==> src/rtl/hs_sync_rx_pkg.sv <==
// Shared types and constants for the toggle-handshake receiver.
package hs_sync_pkg;

  localparam int SYNC_STAGES_MIN = 2;

  typedef enum logic {
    IDLE = 1'b0,
    HOLD = 1'b1
  } state_e;

endpackage

==> src/rtl/hs_sync_rx_if.sv <==
// Source-side toggle/data signals and destination-side valid/ready bus of hs_sync_rx.
interface hs_sync_rx_if #(
  parameter int WIDTH = 8
);
  logic             req_tgl_a;
  logic [WIDTH-1:0] data_a;
  logic             ack_tgl;
  logic [WIDTH-1:0] data_out;
  logic             valid;
  logic             ready;

  // master: the environment driving requests and consuming words
  modport master (
    output req_tgl_a, data_a, ready,
    input  ack_tgl, data_out, valid
  );

  // slave: the receiver
  modport slave (
    input  req_tgl_a, data_a, ready,
    output ack_tgl, data_out, valid
  );
endinterface

==> src/rtl/hs_sync_rx_sync_ff_chain.sv <==
// 1-bit synchroniser flop chain with synchronous active-high reset to RST_VAL.
module sync_ff_chain #(
  parameter int   STAGES  = 2,
  parameter logic RST_VAL = 1'b0
) (
  input  logic clk,
  input  logic rst,
  input  logic d,
  output logic q
);

  logic [STAGES-1:0] chain_q;
  logic [STAGES-1:0] chain_d;

  always_comb begin
    chain_d    = chain_q << 1;
    chain_d[0] = d;
  end

  always_ff @(posedge clk) begin
    if (rst) chain_q <= {STAGES{RST_VAL}};
    else     chain_q <= chain_d;
  end

  assign q = chain_q[STAGES-1];

endmodule

==> src/rtl/hs_sync_rx.sv <==
// Destination-side receiver of a toggle-handshake bus synchroniser with sticky protocol error.
// Optional transfer counter output xfer_cnt enabled by macro HS_SYNC_RX_XFER_CNT_EN.
module hs_sync_rx
  import hs_sync_pkg::*;
#(
  parameter int WIDTH  = 8,
  parameter int STAGES = 2,
  parameter int CNT_W  = 8
) (
  input  logic             clk,
  input  logic             rst,
  input  logic             ena,
  hs_sync_rx_if.slave      bus,
  output logic             err
`ifdef HS_SYNC_RX_XFER_CNT_EN
  ,
  output logic [CNT_W-1:0] xfer_cnt
`endif
);

  if (STAGES < SYNC_STAGES_MIN) begin : g_stages_chk
    $error("hs_sync_rx: STAGES=%0d below minimum %0d", STAGES, SYNC_STAGES_MIN);
  end
  if (CNT_W < 1) begin : g_cnt_chk
    $error("hs_sync_rx: CNT_W must be at least 1");
  end

  state_e           state_q, state_d;
  logic             req_s;
  logic             req_seen_q, req_seen_d;
  logic [WIDTH-1:0] data_q, data_d;
  logic             valid_q, valid_d;
  logic             ack_q, ack_d;
  logic             err_q, err_d;
  logic             edge_det;
  logic             handover;

  sync_ff_chain #(
    .STAGES  (STAGES),
    .RST_VAL (1'b0)
  ) u_req_sync (
    .clk (clk),
    .rst (rst),
    .d   (bus.req_tgl_a),
    .q   (req_s)
  );

  // A pending request is any mismatch between the synchronised level and the last one taken.
  assign edge_det = req_s ^ req_seen_q;
  assign handover = (state_q == HOLD) && bus.ready && ena;

  always_comb begin
    state_d    = state_q;
    req_seen_d = req_seen_q;
    data_d     = data_q;
    valid_d    = valid_q;
    ack_d      = ack_q;
    err_d      = err_q;
    case (state_q)
      IDLE: begin
        if (edge_det && ena) begin
          data_d     = bus.data_a;
          req_seen_d = req_s;
          valid_d    = 1'b1;
          state_d    = HOLD;
        end
      end
      HOLD: begin
        // A second toggle before ack is flagged but never consumed here.
        if (edge_det) err_d = 1'b1;
        if (handover) begin
          valid_d = 1'b0;
          ack_d   = ~ack_q;
          state_d = IDLE;
        end
      end
      default: state_d = IDLE;
    endcase
  end

  always_ff @(posedge clk) begin
    if (rst) begin
      state_q    <= IDLE;
      req_seen_q <= 1'b0;
      data_q     <= '0;
      valid_q    <= 1'b0;
      ack_q      <= 1'b0;
      err_q      <= 1'b0;
    end else begin
      state_q    <= state_d;
      req_seen_q <= req_seen_d;
      data_q     <= data_d;
      valid_q    <= valid_d;
      ack_q      <= ack_d;
      err_q      <= err_d;
    end
  end

  assign bus.data_out = data_q;
  assign bus.valid    = valid_q;
  assign bus.ack_tgl  = ack_q;
  assign err          = err_q;

`ifdef HS_SYNC_RX_XFER_CNT_EN
  logic [CNT_W-1:0] cnt_q, cnt_d;

  always_comb begin
    cnt_d = cnt_q;
    if (handover) cnt_d = cnt_q + 1'b1;
  end

  always_ff @(posedge clk) begin
    if (rst) cnt_q <= '0;
    else     cnt_q <= cnt_d;
  end

  assign xfer_cnt = cnt_q;
`endif

endmodule

==> src/flat_wrapper.sv <==
// flat-port wrapper written by rule: the top's interface ports become plain ports
module hs_sync_rx_flat import hs_sync_pkg::*;
#(
  parameter int WIDTH  = 8,
  parameter int STAGES = 2,
  parameter int CNT_W  = 8
)
  (clk, rst, ena, err, bus_req_tgl_a, bus_data_a, bus_ready, bus_ack_tgl, bus_data_out, bus_valid);
  hs_sync_rx_if #(.WIDTH(WIDTH)) bus_i ();
  input  logic clk;
  input  logic rst;
  input  logic ena;
  output logic err;
  input wire logic [$bits(bus_i.req_tgl_a)-1:0] bus_req_tgl_a;
  input wire logic [$bits(bus_i.data_a)-1:0] bus_data_a;
  input wire logic [$bits(bus_i.ready)-1:0] bus_ready;
  output wire logic [$bits(bus_i.ack_tgl)-1:0] bus_ack_tgl;
  output wire logic [$bits(bus_i.data_out)-1:0] bus_data_out;
  output wire logic [$bits(bus_i.valid)-1:0] bus_valid;
  assign bus_i.req_tgl_a = bus_req_tgl_a;
  assign bus_i.data_a = bus_data_a;
  assign bus_i.ready = bus_ready;
  assign bus_ack_tgl = bus_i.ack_tgl;
  assign bus_data_out = bus_i.data_out;
  assign bus_valid = bus_i.valid;
  hs_sync_rx #(.WIDTH(WIDTH), .STAGES(STAGES), .CNT_W(CNT_W)) u_core (.clk(clk), .rst(rst), .ena(ena), .bus(bus_i), .err(err));
endmodule
==> config.mk <==
export PLATFORM = sky130hd
export DESIGN_NAME = hs_sync_rx_flat
export DESIGN_NICKNAME = d
export VERILOG_FILES = /design/src/rtl/hs_sync_rx_pkg.sv /design/src/rtl/hs_sync_rx_if.sv /design/src/rtl/hs_sync_rx_sync_ff_chain.sv /design/src/rtl/hs_sync_rx.sv /design/src/flat_wrapper.sv
export SDC_FILE = /design/constraint.sdc
export NUM_CORES = 1
export LEC_CHECK = 0
export ABC_CLOCK_PERIOD_IN_PS = 2550
export CAP_MARGIN = 15
export CORE_UTILIZATION = 43
export DETAILED_ROUTE_END_ITERATION = 10
export PLACE_DENSITY = 0.78
export REMOVE_ABC_BUFFERS = 1
export SYNTH_ARGS = -nofsm -noshare
export SYNTH_HDL_FRONTEND = slang
export SYNTH_SLANG_ARGS = --single-unit
==> constraint.sdc <==
create_clock -name clk -period 2.55 [get_ports clk]
set_input_delay 0.51 -clock clk [delete_from_list [all_inputs] [get_ports clk]]
set_output_delay 0.51 -clock clk [all_outputs]
set_load 0.02 [all_outputs]
**Word-level counts from Yosys, hierarchy flattened**

Cells that the tools add are included.

- Bits in registers: 15
- Input port bits: 13
- Output and inout port bits: 11

- Equal/unequal tests: 2
- Muxes and demuxes: 6
- Bitwise gates (word level): 3
- Reductions and logical operators: 7

Operators with widths:

| cell | number |
|---|---|
| AND reduction 2 bit | 4 |
| 2-to-1 mux 1 bit | 4 |
| one-hot mux 1 bit (2 select lines) | 2 |
| logical AND 1 bit | 3 |
| inequality test 2 x 1 -> 1 bit, second input constant | 1 |
| inequality test 2 bit, second input constant | 1 |
| inverter 1 bit | 2 |
| XOR 1 bit | 1 |

**Depth between registers and ports, before layout**

Gate-level depths: netlist of run 1.

- Depth in word-level cells: 4
- Depth in mapped cells: 4

**Hierarchy**

From an unflattened synthesis of run 1, not the netlist that was laid out.

- Cells, all modules: 62
- Area, all modules: 586.8 µm²

By module, submodules not included:

| module | instances | cells each | area each (µm²) | sequential area each (µm²) |
|---|---|---|---|---|
| hs_sync_rx | 1 | 58 | 534.3 | 260.2 |
| sync_ff_chain | 1 | 4 | 52.6 | 40.0 |

**Worst setup path before layout of run 1**

OpenSTA, ideal clock, no wires.

- Kind: input -> register
- Start: input port ena
- End: register u_core.req_seen_q
- Setup time: 126 ps
- Arrival: 1012 ps
- Data required time: 2424 ps
- Slack: 1413 ps
- Stages on the path: 4
- Buffers on the path: 1
- Path through: nor2b_1 buf_4 mux2i_1 nor2_1

- Word-level cells in the longest chain between the ends: 2

RTL lines:

| what | RTL line | text |
|---|---|---|
| from (decl) | flat_wrapper.sv:12 | `input logic ena;` |
| logical AND 1 bit | hs_sync_rx.sv:61 | `if (edge_det && ena) begin` |
| AND reduction 2 bit (no source line) | n/a |  |
| to (signal assigned) | hs_sync_rx.sv:91 | `req_seen_q <= req_seen_d;` |
| to (decl) | hs_sync_rx.sv:30 | `logic req_seen_q, req_seen_d;` |

Every way passes these cells.
A chain may end at the register's enable or synchronous reset.

**Worst setup path after layout of run 1**

- Start: register u_core.ack_q, in the netlist u_core.bus.ack_tgl
- End: output port bus_ack_tgl

RTL lines:

| what | RTL line | text |
|---|---|---|
| from (decl) | hs_sync_rx.sv:33 | `logic ack_q, ack_d;` |
| from (signal assigned) | hs_sync_rx.sv:94 | `ack_q <= ack_d;` |
| to (decl) | flat_wrapper.sv:17 | `output wire logic [$bits(bus_i.ack_tgl)-1:0] bus_ack_tgl;` |

No word-level cell between the ends.

==> results of run 1 <==
## cell usage in the layout (no fill, tap or decap), drive strengths merged
| cell | n |
|---|---|
| clkdlybuf4s50 | 23 |
| mux2i | 1 |
| nand2 | 4 |
| nor2 | 3 |
| nand2b | 8 |
| dfxtp | 15 |
| nand4b | 8 |
| clkbuf | 4 |
| nor2b | 3 |
| o21ai | 8 |
| a21oi | 3 |
| buf | 2 |
| and2 | 1 |
| xor2 | 2 |
| nand3 | 1 |
## state kept, by name (all words and copies together) (netlist names)
register                   count
u_core.err                     1
u_core.req_seen_q              1
u_core.bus.valid               1
u_core.state_q                 1
u_core.bus.ack_tgl             1
u_core.u_req_sync.chain_q      2
u_core.bus.data_out            8
## synth_stat cells (2+ instances only)
library cell,count,share of area
a21oi_1,3,0.026
buf_4,2,0.026
clkbuf_1,2,0.013
dfxtp_1,15,0.51
nand2_1,4,0.026
nand2b_1,8,0.085
nand4b_1,8,0.12
nor2_1,3,0.019
nor2b_1,3,0.032
o21ai_1,8,0.068
xor2_1,2,0.030
## cells by family after synthesis
family,Yosys count
simple gates,28
flops,15
xor+xnor,2
compound gates,11
buf+inv,5
mux,1
## area by class of cell
type,instances,area (um^2)
Fill cell,99,337.8
Multi-Input combinational cell,42,259.0
Timing Repair Buffer,25,245.2
Clock buffer,4,26.28
Tap cell,14,17.52
Sequential cell,15,300.3
## how the worst max path moves through the flow
stage	from	cells after the start	slack [ns]	to
after global routing	u_core.bus.ack_tgl$_SDFFE_PP0P_	1	0.75	bus_ack_tgl
after floorplan	ena	3	1.08	u_core.bus.data_out[0]$_SDFFE_PP0P_
after detailed placement	ena	5	0.71	u_core.bus.data_out[5]$_SDFFE_PP0P_
final	u_core.bus.ack_tgl$_SDFFE_PP0P_	1	0.81	bus_ack_tgl
after CTS	u_core.bus.ack_tgl$_SDFFE_PP0P_	1	0.79	bus_ack_tgl
after global placement	ena	5	0.73	u_core.bus.data_out[6]$_SDFFE_PP0P_
## layer usage
layer / GRT usage / vias up
met4: 0.07759 / 0
met5: 0 / -
met1: 0.2383 / 216
li1: - / 260
met2: 0.2917 / 26
met3: 0.03468 / 2
## power breakdown
part	total, W	internal, W	switching [W]
clock	0.000131	0.0000605	0.0000706
combinational	0.0000628	0.0000362	0.0000266
sequential	0.000245	0.000242	0.00000373
total	0.000439	0.000338	0.000101
## metrics by stage
step	total power (W)	hold WS (ns)	util	instances
after CTS	0.0004448	0.4509	0.7152	100
after detailed placement	0.0003138	0.4283	0.6930	96
after global routing	0.0004589	0.4608	0.7152	100
final	0.0004393	0.4465	0.7152	100
after floorplan	0.0002747	0.4138	-	57
after global placement	0.0003125	0.4198	0.6930	96
==> qor.csv, run 1 <==
metric,value,unit
async_reset_ff_frac,0,
syn_area,586.8,um^2
max_slew_margin,0.6133,
synth.area.mux_share,0.01706,
rsz0062_at_grt,no,
crit_type,flop to output pin,
yosysSeqAreaShare,0.5117,
synthCells,62,
worst_setup_path_end_kind,output pin,
clock_skew,0.003168,ns
final.min_clock_period,1.741,ns
cap_violations,0,
drive_above_1_share,0.05814,
core-area,1186,um^2
hp-class,flop to flop,
dp_slack,0.7060,ns
post_drt_wl_per_cell,11.19,um
antenna_left,0,
die_w,38.94,um
crit_chain,clkdlybuf4s50_1,
area_growth,44.56,%
hold_depth,1,
synth_adder_area_share,0,
fp-row-count,12,
antenna_found_initial,0,
grt_pass1_vias,454,
slew_viol_final,0,
io_buffers,23,
start_util,0.4947,
firstDrtPassIters,4,
place_congestion,0.6518,
h-tree-depth,1,
cts_tree,done,
routed-wl-met2,493,um
route.top_layer_used,met4,
via_count,504,
synth-xor-area-share,0.02985,
finalCritPeriodShare,0.6827,
peakVddDrop,0.0003093,V
grt_pass1_wl,1856,um
status,completed,
crit_path_start_kind,flop,
synth.distinct_cells,15,
wl,1119,um
post-cts-setup-buffers,0,
cts_sinks,15,
synth_seq_cells,15,
die_area,1516,um^2
crit_required,2.04,ns
synthFlopType,dfxtp_1,
clock_path_buffers,2,
dr_wl_met3,86,um
timing.rr.start,u_core.state_q$_SDFF_PP0_,
drt_iter0_drc,9,
syn_area_per_cell,9.465,um^2
tightest_slew,0.5782,ns
crit_family,buffers and inverters,
io_pins,24,
grt_usage,0.1828,
clkTransAtPathRegs,0.09,ns
grt_max_degree,24,
critPathSlowestCell,clkdlybuf4s50_1,
fin_area,848.3,um^2
r2r_slack,1.41,ns
synth_top_family_by_area,simple AND/OR/NAND/NOR gates,
crit_buf_inv,1,
dp_hpwl,807.6,um
timing.final.ws_setup,0.8090,ns
wl_met1,535,um
yosysWarnings,0,
routed_via_density,5.040,
die_y,38.94,um
arrival,1.23,ns
layout.nets,100,
clock_latency,0.27,ns
cts_buffers,3,
r2r_end,u_core.bus.data_out[4]$_SDFFE_PP0P_,
setup_tns,0,ns
fmax,574.4,MHz
critPathMaxStageDelay,0.61,ns
synth_compound_area_frac,0.09382,
min_to,u_core.u_req_sync.chain_q[1]$_SDFF_PP0_,
cp_max_fo,2,
power_leakage,0.3071,nW
yosys.area_share.simple,0.3006,
grt-ovfl-total,0,
synth_edf_count,0,
antennaDiodeCount,0,
holdBufCountCts,0,
route.detailed.drc,0,
min_from,u_core.u_req_sync.chain_q[0]$_SDFF_PP0_,
setup_violations,0,
r2r_cells,4,
post_dp_cell_area,822.0,um^2
cts.repair.resized,0,
p_per_area,517.8,nW/um^2
clockRootBuffer,clkbuf_4,
hold_violations,0,
No activity file was read; power rests on OpenSTA's default activity.
==> run 2: changes to the inputs <==
ABC_CLOCK_PERIOD_IN_PS = 1700   (was 2550)
CORE_UTILIZATION = 40   (was 43)
PLACE_DENSITY = 0.73   (was 0.78)
clock period = 1.7 ns   (was 2.55 ns; I/O delays follow)
==> run 2 against run 1 <==
Compared with the run above: critical path depth unchanged; hold slack gained 0.0017 ns; first-iteration DRC count is 56% lower; cell count rose by 2.0%; non-clock buffer count grew 1; design area is 1.0% higher; clock skew fell by 0.0017 ns; clock-buffer cell count unchanged; routed wire length is 4.4% lower; power increased by 50%; sequential cell count unchanged; critical path type unchanged; largest cell class unchanged; highest routed layer unchanged.
==> qor.csv, run 2 (synthesis gave the netlist of run 1 again) <==
metric,value,unit
route.detailed.drc,0,
final_cell_mix,"clkdlybuf4s50_1, dfxtp_1, nand2b_1, nand4b_1, o21ai_1",
routed_via_density,4.706,
clock_path_buffers,2,
grt_pass1_wl,1621,um
crit_type,flop to output pin,
largest_reg_flops,8,
die_w,40.30,um
cts_buffers,3,
clockRootBuffer,clkbuf_4,
wl,1070,um
max_slew_margin,0.8144,
fmax,633.5,MHz
final_common_cell,clkdlybuf4s50_1,
cp_max_fo,2,
arrival,1.24,ns
final.min_clock_period,1.579,ns
cts_tree,done,
hold_slack,0.4481,ns
cap_violations,0,
setup_tns,0,ns
post_drt_wl_per_cell,10.49,um
place_inst,98,
peakVddDrop,0.0005199,V
firstDrtPassIters,3,
antenna_left,0,
crit_required,1.36,ns
timing.final.ws_setup,0.1215,ns
die_area,1624,um^2
h-tree-depth,1,
status,completed,
antenna_found_initial,0,
critPathSlowestCell,clkdlybuf4s50_1,
holdBufCountCts,0,
die_y,40.30,um
slew_viol_final,0,
dp_hpwl,735.6,um
worst_setup_path_end_kind,output pin,
cts_sinks,15,
start_util,0.4400,
p_per_area,770.7,nW/um^2
place_congestion,0.6896,
core-area,1334,um^2
crit_buf_inv,1,
critPathMaxStageDelay,0.61,ns
tightest_slew,0.2784,ns
clkTransAtPathRegs,0.09,ns
io_pins,24,
clock_skew,0.001438,ns
antennaDiodeCount,0,
rsz0062_at_grt,no,
crit_path_start_kind,flop,
finalCritPeriodShare,0.9286,
cts.repair.resized,0,
power_leakage,0.3119,nW
area_growth,46.06,%
fin_area,857.1,um^2
crit_family,buffers and inverters,
clock_latency,0.27,ns
fp-row-count,13,
crit_chain,clkdlybuf4s50_1,
drt_iter0_drc,4,
dp_slack,0.1396,ns
grt_pass1_vias,381,
post-cts-setup-buffers,0,
grt-ovfl-total,0,
io_buffers,23,
layout.nets,101,
hp-class,flop to flop,
post_dp_cell_area,830.8,um^2
fin_cells,102,
setup_violations,0,
grt_max_degree,24,
drive_above_1_share,0.06897,
grt_usage,0.1551,
hold_violations,0,
via_count,480,
## run 2: changes by cell type in the layout (fill, tap and decap cells not counted), sizes merged
cell  delta
buf      +1
## run 2: worst paths after layout
kind	startpoint	endpoint	slack (ns)	depth (start not counted)
max	u_core.bus.ack_tgl$_SDFFE_PP0P_	bus_ack_tgl	0.12	1
max reg2reg	u_core.u_req_sync.chain_q[1]$_SDFF_PP0_	u_core.bus.data_out[1]$_SDFFE_PP0P_	0.62	3
min reg2reg	u_core.u_req_sync.chain_q[0]$_SDFF_PP0_	u_core.u_req_sync.chain_q[1]$_SDFF_PP0_	0.45	1
min	u_core.u_req_sync.chain_q[0]$_SDFF_PP0_	u_core.u_req_sync.chain_q[1]$_SDFF_PP0_	0.45	1
## run 2: cell type report
cell class	instances	area (um^2)
Tap cell	15	18.77
Multi-Input combinational cell	42	259.0
Clock buffer	4	26.28
Timing Repair Buffer	26	252.7
Sequential cell	15	300.3
Fill cell	129	476.7
## run 2: routing by layer
| layer | GRT usage | wire (um) |
|---|---|---|
| met1 | 0.2260 | 552 |
| met2 | 0.1895 | 421 |
| met3 | 0.05000 | 86 |
| met4 | 0.1000 | 10 |
| met5 | 0 | 0 |
## run 2: where the power goes
group,leakage (nW),switching (W),internal [W]
logic,0.175,0.0000394,0.0000556
registers,0.122,0.00000546,0.000362
clock network,0.0150,0.000107,0.0000909
total,0.312,0.000152,0.000509
## run 2: through the flow
step | total power (W) | util
CTS | 0.0006721 | 0.6426
floorplan | 0.0004121 | -
detailed placement | 0.0004714 | 0.6229
global placement | 0.0004710 | 0.6229
global route | 0.0006956 | 0.6426
finish | 0.0006605 | 0.6426
